$ cat src/rtl/stack_seq.sv
// Stack primitive sequencer: expands LIT/DROP/DUP/SWAP/OVER/ROT into timed PUSH/POP bus ops.
// Define FORTHSUPER_STACK_SEQ_ROT_EN to build ROT (opcode 6); otherwise opcode 6 is rejected.
module stack_seq #(
    parameter int DEPTH = 64,
    parameter int DSZ   = 32,
    parameter int DW    = $clog2(DEPTH) + 1
) (
    input  logic           clk,
    input  logic           rst,
    input  logic           cmd_valid,
    output logic           cmd_ready,
    input  logic [2:0]     cmd_op,
    input  logic [DSZ-1:0] cmd_val,
    output logic [1:0]     ss_op,
    output logic [DSZ-1:0] ss_vi,
    output logic           ss_en,
    input  logic [DSZ-1:0] ss_s,
    output logic           done,
    output logic           err,
    output logic [DW-1:0]  depth
);
    localparam logic [1:0] SS_READ = 2'd0, SS_PUSH = 2'd1, SS_POP = 2'd2;
    localparam logic [2:0] OP_NOP = 3'd0, OP_LIT = 3'd1, OP_DROP = 3'd2, OP_DUP = 3'd3,
                           OP_SWAP = 3'd4, OP_OVER = 3'd5, OP_ROT = 3'd6;
    localparam logic [1:0] SRC_VAL = 2'd0, SRC_T0 = 2'd1, SRC_T1 = 2'd2, SRC_T2 = 2'd3;
    localparam logic [DW-1:0] DEPTH_MAX = DW'(DEPTH);
`ifdef FORTHSUPER_STACK_SEQ_ROT_EN
    localparam bit ROT_EN = 1'b1;
`else
    localparam bit ROT_EN = 1'b0;
`endif

    typedef enum logic [1:0] {IDLE, ISSUE, WAIT, DONE} state_t;

    state_t         state_q, state_d;
    logic [2:0]     op_q, op_d;
    logic [DSZ-1:0] val_q, val_d, t0_q, t0_d, t1_q, t1_d;
    logic [2:0]     step_q, step_d;
    logic [DW-1:0]  depth_q, depth_d;
    logic           rej_q, rej_d;
`ifdef FORTHSUPER_STACK_SEQ_ROT_EN
    logic [DSZ-1:0] t2_q, t2_d;
`endif

    logic           step_push;
    logic [1:0]     step_src;
    logic [2:0]     n_steps;
    logic [DSZ-1:0] src_val;
    logic [DW-1:0]  need;
    logic           grows, op_ok, legal;

    // Step table for the latched primitive: direction and push source of step_q.
    always_comb begin
        step_push = 1'b0;
        step_src  = SRC_VAL;
        n_steps   = 3'd1;
        case (op_q)
            OP_LIT:  step_push = 1'b1;
            OP_DUP:  begin step_push = 1'b1; step_src = SRC_T0; end
            OP_SWAP: begin
                n_steps   = 3'd4;
                step_push = (step_q >= 3'd2);
                step_src  = (step_q == 3'd3) ? SRC_T1 : SRC_T0;
            end
            OP_OVER: begin
                n_steps   = 3'd3;
                step_push = (step_q >= 3'd1);
                step_src  = (step_q == 3'd2) ? SRC_T1 : SRC_T0;
            end
            OP_ROT: begin
                n_steps   = 3'd6;
                step_push = (step_q >= 3'd3);
                step_src  = (step_q == 3'd3) ? SRC_T1 : (step_q == 3'd4) ? SRC_T0 : SRC_T2;
            end
            default: ;
        endcase
    end

    always_comb begin
        src_val = val_q;
        case (step_src)
            SRC_T0:  src_val = t0_q;
            SRC_T1:  src_val = t1_q;
`ifdef FORTHSUPER_STACK_SEQ_ROT_EN
            SRC_T2:  src_val = t2_q;
`endif
            default: src_val = val_q;
        endcase
    end

    always_comb begin
        need  = '0;
        grows = 1'b0;
        op_ok = 1'b1;
        case (cmd_op)
            OP_LIT:  grows = 1'b1;
            OP_DROP: need = DW'(1);
            OP_DUP:  begin need = DW'(1); grows = 1'b1; end
            OP_SWAP: need = DW'(2);
            OP_OVER: begin need = DW'(2); grows = 1'b1; end
            OP_ROT:  begin need = DW'(3); op_ok = ROT_EN; end
            OP_NOP:  ;
            default: op_ok = 1'b0;
        endcase
        legal = op_ok && (depth_q >= need) && (!grows || depth_q < DEPTH_MAX);
    end

    always_comb begin
        state_d   = state_q;
        op_d      = op_q;
        val_d     = val_q;
        t0_d      = t0_q;
        t1_d      = t1_q;
`ifdef FORTHSUPER_STACK_SEQ_ROT_EN
        t2_d      = t2_q;
`endif
        step_d    = step_q;
        depth_d   = depth_q;
        rej_d     = rej_q;
        cmd_ready = 1'b0;
        ss_op     = SS_READ;
        ss_vi     = '0;
        ss_en     = 1'b0;
        done      = 1'b0;
        err       = 1'b0;
        case (state_q)
            IDLE: begin
                cmd_ready = 1'b1;
                if (cmd_valid) begin
                    op_d    = cmd_op;
                    val_d   = cmd_val;
                    t0_d    = ss_s;
                    step_d  = '0;
                    rej_d   = !legal;
                    state_d = (!legal || cmd_op == OP_NOP) ? DONE : ISSUE;
                end
            end
            ISSUE: begin
                ss_en   = 1'b1;
                ss_op   = step_push ? SS_PUSH : SS_POP;
                ss_vi   = step_push ? src_val : '0;
                depth_d = step_push ? depth_q + 1'b1 : depth_q - 1'b1;
                state_d = WAIT;
            end
            WAIT: begin
                // ss_s has settled to the post-op TOS by the end of this cycle.
                if (step_q == 3'd0 && (op_q == OP_SWAP || op_q == OP_OVER || op_q == OP_ROT))
                    t1_d = ss_s;
`ifdef FORTHSUPER_STACK_SEQ_ROT_EN
                if (step_q == 3'd1 && op_q == OP_ROT)
                    t2_d = ss_s;
`endif
                if (step_q == n_steps - 3'd1) begin
                    state_d = DONE;
                end else begin
                    step_d  = step_q + 3'd1;
                    state_d = ISSUE;
                end
            end
            DONE: begin
                done    = !rej_q;
                err     = rej_q;
                state_d = IDLE;
            end
            default: state_d = IDLE;
        endcase
    end

    always_ff @(posedge clk or negedge rst) begin
        if (!rst) begin
            state_q <= IDLE;
            op_q    <= '0;
            val_q   <= '0;
            t0_q    <= '0;
            t1_q    <= '0;
`ifdef FORTHSUPER_STACK_SEQ_ROT_EN
            t2_q    <= '0;
`endif
            step_q  <= '0;
            depth_q <= '0;
            rej_q   <= 1'b0;
        end else begin
            state_q <= state_d;
            op_q    <= op_d;
            val_q   <= val_d;
            t0_q    <= t0_d;
            t1_q    <= t1_d;
`ifdef FORTHSUPER_STACK_SEQ_ROT_EN
            t2_q    <= t2_d;
`endif
            step_q  <= step_d;
            depth_q <= depth_d;
            rej_q   <= rej_d;
        end
    end

    assign depth = depth_q;

endmodule

$ cat config.mk
export PLATFORM = sky130hd
export DESIGN_NAME = stack_seq
export DESIGN_NICKNAME = d
export VERILOG_FILES = /design/src/rtl/stack_seq.sv
export SDC_FILE = /design/constraint.sdc
export NUM_CORES = 1
export LEC_CHECK = 0
export BUFFER_PORTS_ARGS = -buffer_cell sky130_fd_sc_hd__buf_2
export CAP_MARGIN = 0
export CORE_MARGIN = 3
export CORE_UTILIZATION = 53
export CTS_CLUSTER_DIAMETER = 40
export DETAILED_ROUTE_END_ITERATION = 6
export MAX_ROUTING_LAYER = met4
export PLACE_DENSITY = 0.79
export SYNTH_ARGS = -nofsm -noshare
export SYNTH_HDL_FRONTEND = slang
export SYNTH_SLANG_ARGS = --single-unit
$ cat constraint.sdc
create_clock -name clk -period 3.4 [get_ports clk]
set_clock_uncertainty 0.1 [all_clocks]
set_input_delay 0.17 -clock clk [delete_from_list [all_inputs] [get_ports clk]]
set_output_delay 0.17 -clock clk [all_outputs]
set_load 0.01 [all_outputs]
**Word-level counts from Yosys, hierarchy flattened**

Cells that the tools add are included.

- Flip-flop bits (word level): 112
- Output and inout port bits: 45
- Word-level logic and storage cells: 88
- Input bits: 70

- Reductions and logical operators: 22
- Eq/ne operators: 22
- $add $sub $neg: 4
- Muxes and demuxes: 27
- $lt $le $gt $ge: 5

Operator list:

| kind | number |
|---|---|
| 2-to-1 mux 32 bit | 2 |
| case mux 32 bit (2 select lines) | 1 |
| == test 3 bit, second input constant | 7 |
| 2-to-1 mux 2 bit | 9 |
| case mux 2 bit (4 select lines) | 2 |
| == test 3 x 2 -> 1 bit, second input constant | 5 |
| case mux 3 bit (3 select lines) | 1 |
| adder 7 x 1 -> 7 bit, second input constant | 1 |
| greater-or-equal comparator 7 bit | 1 |
| < comparator 7 bit, second input constant | 1 |
| 2-to-1 mux 7 bit | 1 |
| subtractor 7 x 1 -> 7 bit, second input constant | 1 |
| == test 2 bit, second input constant | 3 |
| == test 3 x 1 -> 1 bit, second input constant | 2 |
| greater-or-equal comparator 3 x 2 -> 1 bit, second input constant | 2 |
| zero test 3 bit | 2 |
| 2-to-1 mux 1 bit | 6 |
| 2-to-1 mux 3 bit | 2 |
| case mux 2 bit (3 select lines) | 1 |
| case mux 3 bit (2 select lines) | 1 |
| OR reduction 2 bit | 3 |
| OR reduction 6 bit | 1 |
| == test 2 x 1 -> 1 bit, second input constant | 2 |
| logical OR 1 bit | 4 |
| 13 further kinds | 19 |

**Depth between registers and ports, before layout**

Gate-level depths: netlist (run 1).

- Word-level depth: 11
- Depth in mapped cells: 14
- Gate-level depth less buffers: 12

**Worst setup path before layout (run 1)**

Ideal clock, no wire load.

- Path type: register -> register
- Start: register step_q[0]
- End: register depth_q[6] (netlist: depth[6])
- Library setup time: 71 ps
- Path buffers: 1
- Arrival: 2866 ps
- Stages on the path, launching flop included: 14
- Clock period less this slack: 3037 ps
- Slack: 363 ps
- Required time: 3229 ps
- Cell sequence: dfrtp_1 ha_1 ha_1 a211oi_1 o22ai_1 a211o_1 buf_6 inv_1 ha_1 and2_1 o21ai_0 nand3b_1 or4_1 nand4_1

- Word-level cells in the longest chain between the ends: 3
- Elaborated cells on any way between the ends: 5
- Classes of those cells: order compare (3); mux (2)

Ends and longest elaborated chain:

| element | RTL line | text |
|---|---|---|
| from (decl) | 38 | `logic [2:0] step_q, step_d;` |
| from (signal assigned) | 191 | `step_q <= step_d;` |
| greater-or-equal comparator 3 x 2 -> 1 bit (tied with other cells) | 72 | `step_push = (step_q >= 3'd3);` |
| case mux 1 bit (4 select lines) (*) | 57 | `case (op_q)` |
| 2-to-1 mux 7 bit (*) | 142 | `depth_d = step_push ? depth_q + 1'b1 : depth_q - 1'b1;` |
| to (signal assigned) | 192 | `depth_q <= depth_d;` |
| to (decl) | 39 | `logic [DW-1:0] depth_q, depth_d;` |

Every way passes the cells marked *; elsewhere a longest branch is shown, timed or not.
A chain may end at the register's enable or synchronous reset.

**Final worst setup path (run 1)**

- Start: register step_q[1]
- End: register depth_q[6] (netlist: depth[6])

The elaborated chain is that of the path after synthesis.

==> impl_metrics.toml, run 1 <==
[status]
outcome = "finished clean"

[routing]
drt-initial-drc-count = 281
totalWireLength_mm = 13.4
wl_per_cell_um = 16.5
firstDrtPassIters = 5
via_per_inst = 5.51
drc = 0
num_vias = 4475
final_antenna_net_count = 0

[cells_and_area]
antenna_cells = 0
fillerInstances = 753
fin_cells = 812
final_core_util = 0.699
regArea_um2 = 2800
layout_common_cells = "buf_2 (113), dfrtp_1 (111), mux2_2 (101)"
fin_area_um2 = 7250
syn2layout_area_growth_pct = 28.2
layout-drive-gt1-share = 0.370
mostFrequentLayoutCell = "buf_2"
layout.nets = 757
multi_input_area_um2 = 2620

[logic_synthesis]
synth_enable_flop_cells = 0
synth_nets = 587
syn_avg_cell_area_um2 = 11.3
ys_types = 51
yosysTopAreaCell = "dfrtp_1"
synth_seq_cells = 112
syn_inst = 501
ys_seq_area_frac = 0.495
syn_area_um2 = 5660
synth_top_area_frac = 0.495
async_flop_share = 1.00
yosys_warnings = 0
synthFlopType = "dfrtp_1"
synthTopCellsByArea = "dfrtp_1 (50%), mux2_2 (20%), nor2_1 (4.9%), a22oi_1 (4.2%), ha_1 (3.3%)"

[sta]
fmax_ghz = 0.313
drv_slew = 0
hold_viol_final = 0
fin_crit_sh = 0.940
setup_violations = 0
slew_headroom = 0.540
setup_slack_ns = 0.204
period_needed_ns = 3.20
worst_slew_pin_slew_ns = 0.690

[power_and_ir_drop]
vdd_drop_max_uv = 456
power_density_nw_per_um2 = 986
leakage_nw = 3.30

[worst_setup_path]
path_class = "register to register"
critPathLaunchType = "register"
crit_fanout = 7
cp.arrival_ns = 3.41
endpoint_kind = "register"
required_ns = 3.61

[floorplan]
start_util = 0.546
rows = 37
die_y_um = 109
dieArea_um2 = 12000
coreArea_um2 = 10400
die_w_um = 109
pin_count = 115

[cts]
cts-htree-levels = 3
cts_tree = "done"
cts_buffers = 9
clk_latency_ns = 0.37
cts-root-buf = "clkbuf_8"
clkSinkCount = 112
clk_pin_slew_worst_paths_ns = 0.10
post_cts_buffers = 0
clk_path_buf_depth = 2

[grt]
grtUsageMet1 = 0.283
antenna_found_initial = 0
grt_busiest_layer = "met2"
track_usage = 0.238
grt_pass1_wl_mm = 21.7
grt_pass1_vias = 4625
globalRouteOverflowTotal = 0
grt_max_degree = 69
use_met3 = 0.0511
grt_use_met2 = 0.408

[place]
place_area_um2 = 6340
io_buffers = 114
placed_cells = 728
gp_congestion = 0.783
preCtsSetupSlack_ns = 0.182
dp_hpwl_mm = 8.77

[worst_hold_path]
min_path_type = "primary input to register"

[run]
max_cap_violations = 0
-- cell families (layout without fill, tap and decap cells) --
kind of cell | after synthesis | in the layout | share of synthesized area
AO/OA/AOI/OAI | 99 | 99 | 0.114
XOR/XNOR | 6 | 6 | 0.00929
adder cells (fa/ha/maj) | 16 | 16 | 0.0367
buffers and inverters | 47 | 222 | 0.0440
flip-flops | 112 | 112 | 0.495
multiplexers | 102 | 102 | 0.203
AND/OR/NAND/NOR | 119 | 119 | 0.0982
-- through the flow --
step | hold WS (ns) | power (mW) | setup TNS (ns)
final | 0.0177 | 7.15 | 0
after global routing | 0.00845 | 7.70 | -0.00141
after CTS | 0.00188 | 7.13 | 0
after detailed placement | 0.153 | 6.18 | 0
after global placement | 0.140 | 5.98 | 0
after floorplan | -0.226 | 5.24 | 0
-- metal layers --
layer	wire, um	vias up	part of all wire
met3	497	16	0.037
met5	0	-	0
met1	5630	2232	0.42
met4	169	0	0.013
met2	7130	110	0.53
li1	-	2117	-
-- worst paths after layout --
path	start	to	slack (ns)	cells after the start
worst min register to register	t0_q[24]$_DFFE_PN0P_	t0_q[24]$_DFFE_PN0P_	0.42	1
min in group asynchronous	rst	state_q[1]$_DFFE_PN0P_	0.27	2
max in group asynchronous	rst	step_q[0]$_DFFE_PN0P_	2.17	3
worst min-delay path	cmd_op[0]	op_q[0]$_DFFE_PN0P_	0.02	2
worst max register to register	step_q[1]$_DFFE_PN0P_	depth[6]$_DFFE_PN0P_	0.20	12
worst max-delay path	step_q[1]$_DFFE_PN0P_	depth[6]$_DFFE_PN0P_	0.20	12
-- sequential cells by signal, indices dropped and copies added, names as in the netlist --
signal and cells:
t1_q 32, state_q 2, t0_q 32, depth 7, op_q 3, val_q 32, rej_q 1, step_q 3
-- synthesized netlist by cell type, types with 3 or more instances --
library cell / number
a21boi_0: 4
nand2_1: 13
dfrtp_1: 112
buf_2: 10
mux2_2: 101
buf_1: 3
buf_6: 4
xor2_1: 3
inv_1: 13
nor2_1: 74
and2_1: 3
o21ai_0: 10
a22oi_1: 32
nand2b_1: 3
clkbuf_1: 14
nor3_1: 5
xnor2_1: 3
a21oi_1: 35
nand3b_1: 3
ha_1: 15
-- final cells by class --
type / instances / area share
Clock inverter: 6 / 0.0128
Tap cell: 136 / 0.0235
Inverter: 13 / 0.00673
Multi-Input combinational cell: 342 / 0.362
Timing Repair Buffer: 193 / 0.191
Clock buffer: 10 / 0.0176
Sequential cell: 112 / 0.387
-- where the power goes --
part	switching (mW)	internal [mW]	leakage, nW
Combinational	1.98	1.81	1.87
Sequential	0.472	2.02	1.32
Clock	0.453	0.421	0.108
Total	2.90	4.25	3.30
-- what timing repair did --
| action | CTS | global route |
|---|---|---|
| resized for setup | 0 | 4 |
| hold buffers | 68 | 0 |
| hold endpoints to repair | 151 | 0 |
| endpoints found under the setup margin | 0 | 33 |
-- worst max-delay path: stages, from the launching register on --
cell       delay [ns]
dfrtp_1          0.49
ha_1             0.23
ha_1             0.22
a211oi_1         0.24
o22ai_1          0.12
a211o_1          0.25
inv_1            0.16
ha_1             0.29
nor2b_1          0.16
o2111ai_1        0.26
nand3b_1         0.13
or4_1            0.40
nand4_1          0.09
(Power assumes the default switching activity.)
==> inputs of run 2 (changes only) <==
--- a/config.mk
+++ b/config.mk
@@ -5,10 +5,11 @@
 export SDC_FILE = /design/constraint.sdc
 export NUM_CORES = 1
 export LEC_CHECK = 0
-export BUFFER_PORTS_ARGS = -buffer_cell sky130_fd_sc_hd__buf_2
+export BUFFER_PORTS_ARGS = -buffer_cell sky130_fd_sc_hd__clkbuf_2
 export CAP_MARGIN = 0
 export CORE_MARGIN = 3
 export CORE_UTILIZATION = 53
+export CTS_BUF_LIST = sky130_fd_sc_hd__clkbuf_8
 export CTS_CLUSTER_DIAMETER = 40
 export DETAILED_ROUTE_END_ITERATION = 6
 export MAX_ROUTING_LAYER = met4
==> impl_metrics.toml, run 2 (synthesis results as in run 1) <==
[sta]
slew_headroom = 0.491
drv_slew = 0
fin_crit_sh = 0.944
fmax_ghz = 0.312
hold_viol_final = 0
setup_violations = 0
holdWs_ns = 0.0291
tns_ns = 0
period_needed_ns = 3.21
worst_slew_pin_slew_ns = 0.764
rsz0062_at_grt = "no"

[floorplan]
start_util = 0.546
coreArea_um2 = 10400
rows = 37
dieArea_um2 = 12000
die_w_um = 109
pin_count = 115
die_y_um = 109

[cts]
clkSinkCount = 112
post_cts_buffers = 0
cts_buffers = 9
clk_path_buf_depth = 2
cts-root-buf = "clkbuf_8"
clk_latency_ns = 0.38
cts-htree-levels = 3
cts_tree = "done"
clk_pin_slew_worst_paths_ns = 0.10

[worst_setup_path]
critPathSlowestCell = "dfrtp_2"
crit_fanout = 7
critPathMostFrequentCell = "ha_1"
endpoint_kind = "register"
required_ns = 3.62
critPathLaunchType = "register"
crit_buf_inv = 1
cp.arrival_ns = 3.43
crit_family = "simple AND/OR/NAND/NOR gates"
slowest_delay_ns = 0.48
worstPathCellList = "ha_1 > ha_1 > a211oi_1 > o22ai_1 > a211o_1 > inv_1 > ha_1 > and2_1 > o21ai_1 > nand3b_1 > or4_1 > nand4_1"
path_class = "register to register"

[routing]
top_layer = "met4"
totalWireLength_mm = 13.6
drt-initial-drc-count = 160
wl_met3_um = 424
via_per_inst = 5.50
final_antenna_net_count = 0
met1Wirelength_mm = 5.64
firstDrtPassIters = 4
route.met2.wl_mm = 7.21
wl_per_cell_um = 16.7
drc = 0
num_vias = 4492

[worst_hold_path]
min_path_type = "primary input to register"

[power_and_ir_drop]
p_sw_mw = 2.92
p_clk_frac = 0.113
vdd_drop_max_uv = 477
swShare = 0.412
leakage_nw = 3.28
p_comb_frac = 0.536
power_density_nw_per_um2 = 981
power_frac_seq = 0.351
internal-power_mw = 4.17

[grt]
track_usage = 0.245
grt_pass1_wl_mm = 22.3
grt_pass1_vias = 4678
globalRouteOverflowTotal = 0
grt_max_degree = 51
antenna_found_initial = 0

[cells_and_area]
regArea_um2 = 2810
antenna_cells = 0
syn2layout_area_growth_pct = 27.7
largestRegisters = "t0_q (32), t1_q (32), val_q (32)"
mostFrequentLayoutCell = "clkbuf_2"
fillerInstances = 761
layout_common_cells = "clkbuf_2 (113), dfrtp_1 (109), mux2_2 (101)"
layout.nets = 761
layout-drive-gt1-share = 0.378
multi_input_area_um2 = 2630

[place]
dp_hpwl_mm = 8.86
gp_congestion = 0.797
io_buffers = 114

[run]
max_cap_violations = 0

[status]
outcome = "finished clean"
## run 2: cell types whose count changed in the layout (fill, tap and decap cells not counted), sizes merged
cell    change
clkbuf    +112
buf       -109
bufinv      -1
clkinv      +1
inv         +1
## run 2: final cells by class
type / instances / share of cell area
Clock buffer: 9 / 0.0171
Clock inverter: 7 / 0.00970
Inverter: 13 / 0.00675
Multi-Input combinational cell: 342 / 0.364
Sequential cell: 112 / 0.388
Tap cell: 136 / 0.0236
Timing Repair Buffer: 197 / 0.191
## run 2: worst paths after layout
kind                       cells past startpoint                  start  slack [ns]                endpoint
max in group asynchronous                      3                    rst        2.08   val_q[18]$_DFFE_PN0P_
hold reg to reg                                1   t1_q[25]$_DFFE_PN0P_        0.41    t1_q[25]$_DFFE_PN0P_
hold / removal                                 2              cmd_op[2]        0.03     op_q[2]$_DFFE_PN0P_
setup reg to reg                              12  step_q[0]$_DFFE_PN0P_        0.19    depth[6]$_DFFE_PN0P_
setup / recovery                              12  step_q[0]$_DFFE_PN0P_        0.19    depth[6]$_DFFE_PN0P_
min in group asynchronous                      2                    rst        0.25  state_q[0]$_DFFE_PN0P_
## run 2: through the flow
step            util  total power [mW]  setup WS [ns]  cells  instance area [um2]
6_report       0.697              7.09          0.191    816                 7220
5_1_grt        0.697              7.65        0.00376    816                 7220
4_1_cts        0.695              6.99          0.139    816                 7200
3_5_place_dp   0.610              6.12          0.175    732                 6330
3_3_place_gp   0.610              5.96          0.345    732                 6330
2_1_floorplan      -              5.24          0.363    501                 5660
## run 2: repair_timing
action                                 in CTS  in global routing
endpoints found under the hold margin     148                  0
setup endpoints to repair                   0                 14
hold buffers                               68                  0
resized for setup                           0                  6
## run 2: power by group through the flow
| stage | logic (mW) | registers (mW) | clock network [mW] |
|---|---|---|---|
| floorplan | 2.89 | 2.34 | 0 |
| global placement | 3.53 | 2.43 | 0 |
| detailed placement | 3.63 | 2.49 | 0 |
| CTS | 3.71 | 2.46 | 0.818 |
| global route | 4.20 | 2.57 | 0.873 |
| finish | 3.80 | 2.49 | 0.804 |
## run 2: worst reg2reg max path, stage by stage, from the launching register on
cell      delay (ns)
dfrtp_2         0.48
ha_1            0.22
ha_1            0.23
a211oi_1        0.25
o22ai_1         0.12
a211o_1         0.25
inv_1           0.15
ha_1            0.32
and2_1          0.18
o21ai_1         0.19
nand3b_1        0.13
or4_1           0.42
nand4_1         0.11
## run 2: routing by layer
layer / vias to the layer above / track usage
met2: 96 / 0.402
met3: 29 / 0.0305
met1: 2249 / 0.304
li1: 2118 / -
met4: 0 / 0.112
met5: - / -
